### config.mk
export PLATFORM = sky130hd
export DESIGN_NAME = ghr_controller
export DESIGN_NICKNAME = d
export VERILOG_FILES = /design/src/rtl/ghr_pkg.sv /design/src/rtl/ghr_perf_counters.sv /design/src/rtl/ghr_controller.sv
export SDC_FILE = /design/constraint.sdc
export NUM_CORES = 1
export LEC_CHECK = 0
export ABC_AREA = 1
export CAP_MARGIN = 40
export CORE_MARGIN = 1.5
export CORE_UTILIZATION = 50
export CTS_BUF_LIST = sky130_fd_sc_hd__clkbuf_16
export CTS_CLUSTER_DIAMETER = 30
export DETAILED_ROUTE_END_ITERATION = 8
export PLACE_DENSITY = 0.9
export SETUP_SLACK_MARGIN = 0.4
export SLEW_MARGIN = 25
export SYNTH_ARGS = -nofsm -noshare
export SYNTH_HDL_FRONTEND = slang
export SYNTH_SLANG_ARGS = --single-unit
### constraint.sdc
create_clock -name clk -period 2.5 [get_ports clk]
set_input_delay 0.5 -clock clk [delete_from_list [all_inputs] [get_ports clk]]
set_output_delay 0.5 -clock clk [all_outputs]
set_load 0.01 [all_outputs]
### src/rtl/ghr_pkg.sv
// Shared types and sizing for the speculative global-history controller.
// Supplies a fallback NUM_PERCEPTRONS when the build does not define one.
`ifndef NUM_PERCEPTRONS
`define NUM_PERCEPTRONS 16
`endif

package ghr_pkg;

   typedef enum logic {
      RUN     = 1'b0,
      RECOVER = 1'b1
   } ghr_state_t;

   localparam int GHR_MAX_INFLIGHT = 8;
   localparam int PERF_CNT_W       = 32;

   // Counter must be able to hold MAX_INFLIGHT itself, not just MAX_INFLIGHT-1.
   function automatic int inflight_width(input int max_inflight);
      return $clog2(max_inflight + 1);
   endfunction

   localparam int INFLIGHT_W = inflight_width(GHR_MAX_INFLIGHT);

endpackage

### src/rtl/ghr_perf_counters.sv
// Free-running mispredict and stall event counters, 32-bit wrapping.
// Instantiated by ghr_controller only when GHR_CTRL_PERF_EN is defined.
module ghr_perf_counters
   import ghr_pkg::*;
(
   input  logic                  clk,
   input  logic                  rst,
   input  logic                  mispredict_i,
   input  logic                  stall_i,
   output logic [PERF_CNT_W-1:0] mispredict_cnt,
   output logic [PERF_CNT_W-1:0] stall_cnt
);

   logic [PERF_CNT_W-1:0] mispredict_cnt_q, mispredict_cnt_d;
   logic [PERF_CNT_W-1:0] stall_cnt_q, stall_cnt_d;

   always_comb begin
      mispredict_cnt_d = mispredict_cnt_q;
      stall_cnt_d      = stall_cnt_q;
      if (mispredict_i) mispredict_cnt_d = mispredict_cnt_q + PERF_CNT_W'(1);
      if (stall_i)      stall_cnt_d      = stall_cnt_q + PERF_CNT_W'(1);
   end

   always_ff @(posedge clk or posedge rst) begin
      if (rst) begin
         mispredict_cnt_q <= '0;
         stall_cnt_q      <= '0;
      end else begin
         mispredict_cnt_q <= mispredict_cnt_d;
         stall_cnt_q      <= stall_cnt_d;
      end
   end

   assign mispredict_cnt = mispredict_cnt_q;
   assign stall_cnt      = stall_cnt_q;

endmodule

### src/rtl/ghr_controller.sv
// Speculative/architectural global-history manager with in-flight throttling
// and one-cycle mispredict recovery. Optional perf counters: GHR_CTRL_PERF_EN.
`ifndef NUM_PERCEPTRONS
`define NUM_PERCEPTRONS 16
`endif

module ghr_controller
   import ghr_pkg::*;
#(
   parameter  int N            = `NUM_PERCEPTRONS,
   parameter  int MAX_INFLIGHT = GHR_MAX_INFLIGHT,
   localparam int IW           = inflight_width(MAX_INFLIGHT)
) (
   input  logic                  clk,
   input  logic                  rst,
   input  logic                  pred_valid,
   input  logic                  pred_taken,
   output logic                  pred_ready,
   input  logic                  res_valid,
   input  logic                  res_taken,
   input  logic                  res_mispredict,
   output logic [N-1:0]          spec_hist,
   output logic [N-1:0]          arch_hist,
   output logic [IW-1:0]         inflight,
   output logic                  recovering,
   output logic                  underflow_err
`ifdef GHR_CTRL_PERF_EN
   ,
   output logic [PERF_CNT_W-1:0] mispredict_cnt,
   output logic [PERF_CNT_W-1:0] stall_cnt
`endif
);

   localparam logic [IW-1:0] MAX_CNT = IW'(MAX_INFLIGHT);

   ghr_state_t    state_q, state_d;
   logic [N-1:0]  spec_q, spec_d;
   logic [N-1:0]  arch_q, arch_d;
   logic [IW-1:0] inflight_q, inflight_d;
   logic          ready_q, ready_d;
   logic          recovering_q, recovering_d;
   logic          underflow_q, underflow_d;

   logic          accept;
   logic          res_ok;
   logic          mispredict;
   logic [N-1:0]  arch_shifted;

   assign accept       = pred_valid && ready_q;
   assign res_ok       = res_valid && (inflight_q != '0);
   assign mispredict   = res_ok && res_mispredict;
   assign arch_shifted = {arch_q[N-2:0], res_taken};

   always_comb begin
      state_d     = RUN;
      spec_d      = spec_q;
      arch_d      = arch_q;
      inflight_d  = inflight_q;
      underflow_d = underflow_q | (res_valid && (inflight_q == '0));
      if (mispredict) begin
         // Squash everything younger; a same-cycle prediction is dropped.
         arch_d     = arch_shifted;
         spec_d     = arch_shifted;
         inflight_d = '0;
         state_d    = RECOVER;
      end else begin
         if (res_ok) arch_d = arch_shifted;
         if (accept) spec_d = {spec_q[N-2:0], pred_taken};
         inflight_d = inflight_q + IW'(accept) - IW'(res_ok);
      end
      // Ready and recovering are decoded from next state so they leave a flop.
      ready_d      = (state_d == RUN) && (inflight_d < MAX_CNT);
      recovering_d = (state_d == RECOVER);
   end

   always_ff @(posedge clk or posedge rst) begin
      if (rst) begin
         state_q      <= RUN;
         spec_q       <= '0;
         arch_q       <= '0;
         inflight_q   <= '0;
         ready_q      <= 1'b1;
         recovering_q <= 1'b0;
         underflow_q  <= 1'b0;
      end else begin
         state_q      <= state_d;
         spec_q       <= spec_d;
         arch_q       <= arch_d;
         inflight_q   <= inflight_d;
         ready_q      <= ready_d;
         recovering_q <= recovering_d;
         underflow_q  <= underflow_d;
      end
   end

   assign pred_ready    = ready_q;
   assign spec_hist     = spec_q;
   assign arch_hist     = arch_q;
   assign inflight      = inflight_q;
   assign recovering    = recovering_q;
   assign underflow_err = underflow_q;

`ifdef GHR_CTRL_PERF_EN
   logic stall;
   assign stall = pred_valid && !ready_q;

   ghr_perf_counters u_perf (
      .clk            (clk),
      .rst            (rst),
      .mispredict_i   (mispredict),
      .stall_i        (stall),
      .mispredict_cnt (mispredict_cnt),
      .stall_cnt      (stall_cnt)
   );
`endif

endmodule

# == After elaboration in Yosys (flattened, before gate mapping) ==
# Index checks and enable logic that the tools add are counted.
# word_totals
regBits,39
inputBits,7
out_inout_bits,39
wordCells,26
# classes
add_sub_neg,2
order_cmp,1
muxes,6
n_bitwise,2
reduce_logical,9
# ops
operator,count
16-bit 2-to-1 mux,4
1-bit logical AND,5
4-bit by 1-bit adder with 4-bit output,1
4-bit zero test,1
"4-bit < comparator, second input constant",1
4-bit 2-to-1 mux,1
2-bit nonzero test,2
4-bit nonzero test,1
4-bit by 1-bit subtractor with 4-bit output,1
1-bit 2-to-1 mux,1
1-bit inverter,1
1-bit bitwise OR,1

# == Depth between registers and ports, before layout ==
# depth
ltp_word,6
ltp_mapped,13
mapped_depth_nobuf,12

# == Least setup slack after synthesis ==
# OpenSTA, ideal clock, no wires.
# synth_timing
kind,register -> register
startpoint,register inflight_q[2] (netlist: inflight[2])
endpoint,register inflight_q[2] (netlist: inflight[2])
setup_time_ns,0.113
arrival_ns,1.959
required_ns,2.387
setup_slack_ns,0.428
stages_incl_launch_ff,12
path_buffers,1
synth_period_minus_slack_ns,2.072
cell_sequence,dfrtp_1 -> inv_1 -> ha_1 -> nand2_4 -> clkbuf_8 -> nand3_1 -> nand2_1 -> ha_1 -> fa_1 -> xor2_1 -> nand2_1 -> inv_1
# synth_via
elab_chain_len,4
word_cells_on_any_way,6
cone_classes,add/sub: 2; mux: 1; reduce/logical: 3
# synth_rtl
item,line_no,text
start: declaration,ghr_controller.sv:39,"logic [IW-1:0] inflight_q, inflight_d;"
start signal: assignment,ghr_controller.sv:89,inflight_q <= inflight_d;
"parallel branches: the longest is 3 deep, another holds 4-bit by 1-bit adder with 4-bit output",-,
4-bit 2-to-1 mux *,ghr_controller.sv:60,if (mispredict) begin
named net inflight_d[2],ghr_controller.sv:39,
# Mark *: on every way through the listed nets, which the timed path passes.
# A chain may end at the register's enable or synchronous reset.

# == Final worst setup path ==
# layout_timing
startpoint,input res_valid
endpoint,register inflight_q[2] (netlist: inflight[2])
# layout_via
elab_chain_len,3
word_cells_on_any_way,4
cone_classes,add/sub: 1; mux: 1; reduce/logical: 2
# layout_rtl
item,line_no,text
start: declaration,ghr_controller.sv:19,"input logic res_valid,"
1-bit logical AND *,ghr_controller.sv:50,assign res_ok = res_valid && (inflight_q != '0);
4-bit by 1-bit subtractor with 4-bit output / 1-bit logical AND (equally long branches),"ghr_controller.sv:69, ghr_controller.sv:51",
4-bit 2-to-1 mux *,ghr_controller.sv:60,
named net inflight_d[2],ghr_controller.sv:39,
# The timed path passes the listed nets; every way through them passes the cells marked *.

==> flow_summary.ini <==
[synth]
yosys_warnings = 0
synthMostInstantiatedCell = nand2_1
syn-num-nets = 247
synth-edff-count = 0
ys_types = 23
async_reset_ff_share_pct = 100.0
syn-mean-instance-area_um2 = 8.466
synth_area_leaders = dfrtp_1 48%, nand2_1 16%, nand3_1 5.0%, nand4_1 5.0%, inv_1 4.7%
synth_area_um2 = 1989
netlist.area_leader.share_pct = 47.80
yosys.area.top_type = dfrtp_1
synth_ff_type = dfrtp_1
synth-seq-cells = 39
synth_cells = 235
seq_area_frac_synth_pct = 49.12
synth_common_cells = 85 x nand2_1, 38 x dfrtp_1, 25 x inv_1, 20 x nand3_1

[final_layout]
drive_above_1_share_pct = 9.609
num_antenna_cells = 0
final_core_util_pct = 68.52
area_growth_pct = 28.93
nets = 293

[detailed_routing]
routed_wl_mm = 4.430
ant_nets = 0
vias_per_cell = 5.122
via_count = 1685
drt-initial-drc-count = 127
firstDrtPassIters = 4
drc_errors = 0
wl_per_cell_um = 13.47

[power]
p_total_mw = 3.459
powerDensity_nw_per_um2 = 1348
vdd_drop_max_mv = 0.7618
leakage_nw = 1.274

[critical_path]
slowest_stage = clkdlybuf4s50_1
cpMostUsedCell = nand2_1
worst-path-stages = 9
critical_path.max_fanout = 4
cp_num_buf_inv = 2
r2r_slack_ns = 0.55
critical_path.top_delay_family = buffers and inverters
startpoint_type = input port
r2r_end = inflight[2]
endpoint_kind = flop
path_class = in2reg
r2r-start = inflight[2]
endpoint = inflight[2]
cp.required_ns = 2.67
worstRegToRegCells = 10
cp.arrival_ns = 2.18
path_cells = clkdlybuf4s50_1, nand2_4, nand2_1, nand2_1, ha_1, fa_1, xor2_1, nand2_1, inv_1
slowest_delay_ns = 0.62
cp-startpoint = res_valid

[floorplanning]
die_w_um = 66.08
dieArea_um2 = 4366
num_rows = 22
io_pins = 46
die_h_um = 66.08
start_util_pct = 53.14
core_area_um2 = 3744

[clock_tree]
insertion_delay_ns = 0.28
h-tree-depth = 2
path_clk_slew_ns = 0.05
holdBufCountCts = 0
clock_sinks = 39
cts.root.buffer_cell = clkbuf_16
numCtsBuffers = 5
cts_buffer_depth = 2
cts_tree = yes

[global_routing]
grt_overflow = 0
grt_max_degree = 40
grt_pass1_wl_mm = 7.376
antenna_found_initial = 0
grt_pass1_vias = 1617
globalRouteTotalUtil_pct = 22.89

[timing]
tightest_slew_ns = 0.4686
max_clock_freq_mhz = 497.4
tns_ns = 0
skew_ns = 0.003851
setup_viol = 0
slew_headroom_pct = 68.76
min_period_ns = 2.010
fin_crit_sh_pct = 80.41
slew_viol_final = 0
rsz0062_at_grt = no
finalHoldViolCount = 0

[placed_design]
dpl.hpwl_mm = 3.127
place_congestion = 0.7839
portBuffers = 45

[run_status]
outcome = finished, final reports clean

[hold_path]
hold_path.class = reg2reg

[job]
maxCapViolCount = 0
-- kinds of logic (layout without fill, tap and decap cells) --
group / after synthesis / in the layout / synth area share (%)
and+or+nand+nor: 133 / 133 / 30.94
DFF: 39 / 39 / 49.12
adders and majority gates: 5 / 5 / 3.522
buffers and inverters: 39 / 85 / 11.26
xor gates and xnor gates: 1 / 1 / 0.4403
AOI/OAI and AO/OA: 18 / 18 / 4.717
-- metal layers --
metal | wire [µm] | track usage (%)
met5 | 0 | 0
met2 | 2088 | 35.10
met1 | 1984 | 29.82
met4 | 69 | 10.46
met3 | 289 | 6.985
-- metrics by stage --
step	hold slack (ns)	worst slack (ns)	area, µm²	instances
6_report	0.4795	0.4897	2565	329
3_3_place_gp	0.4724	0.2273	2419	321
5_1_grt	0.5003	0.4236	2565	329
2_1_floorplan	0.5117	0.4279	1989	235
4_1_cts	0.4817	0.4394	2557	328
3_5_place_dp	0.4703	0.1752	2419	321
-- worst min path at each step --
stage          slack (ns)           from            end  cells after the start
3_5_place_dp         0.47  underflow_err  underflow_err                      1
5_1_grt              0.50  underflow_err  underflow_err                      1
3_3_place_gp         0.47  underflow_err  underflow_err                      1
2_1_floorplan        0.51  underflow_err  underflow_err                      1
6_report             0.48  underflow_err  underflow_err                      1
4_1_cts              0.48  underflow_err  underflow_err                      1
-- layout make-up --
cell class / instances / area [µm²]
Clock inverter: 2 / 8.758
Tap cell: 48 / 60.06
Timing Repair Buffer: 52 / 503.0
Inverter: 26 / 97.59
Sequential cell: 39 / 977.2
Multi-Input combinational cell: 157 / 793.3
Clock buffer: 5 / 125.1
Fill cell: 300 / 1179
-- power breakdown --
part	leakage, nW	total, mW	internal, mW	switching (mW)
combinational	0.722	1.70	0.829	0.873
sequential	0.485	1.17	0.931	0.244
clock	0.0671	0.582	0.358	0.224
total	1.27	3.46	2.12	1.34
-- what timing repair did --
item | 4_1_cts | 5_1_grt
hold endpoints to repair | 0 | 0
setup buffers | 0 | 1
resized for setup | 1 | 0
endpoints found under the setup margin | 1 | 1
pin swaps | 0 | 1
-- sequential cells by signal, indices dropped and copies added (netlist names) --
name / cells
arch_hist: 16
spec_hist: 16
inflight: 4
pred_ready: 1
recovering: 1
underflow_err: 1
-- layout by cell type, fill, tap and decap left out, drive strengths merged, types with 2 or more instances in the layout --
cell	n
buf	7
clkbuf	5
clkdlybuf4s50	45
clkinv	2
dfrtp	38
ha	4
inv	26
nand2	93
nand3	21
nand4	16
nor2	3
o21ai	16
Power figures use the tool's default switching activity.
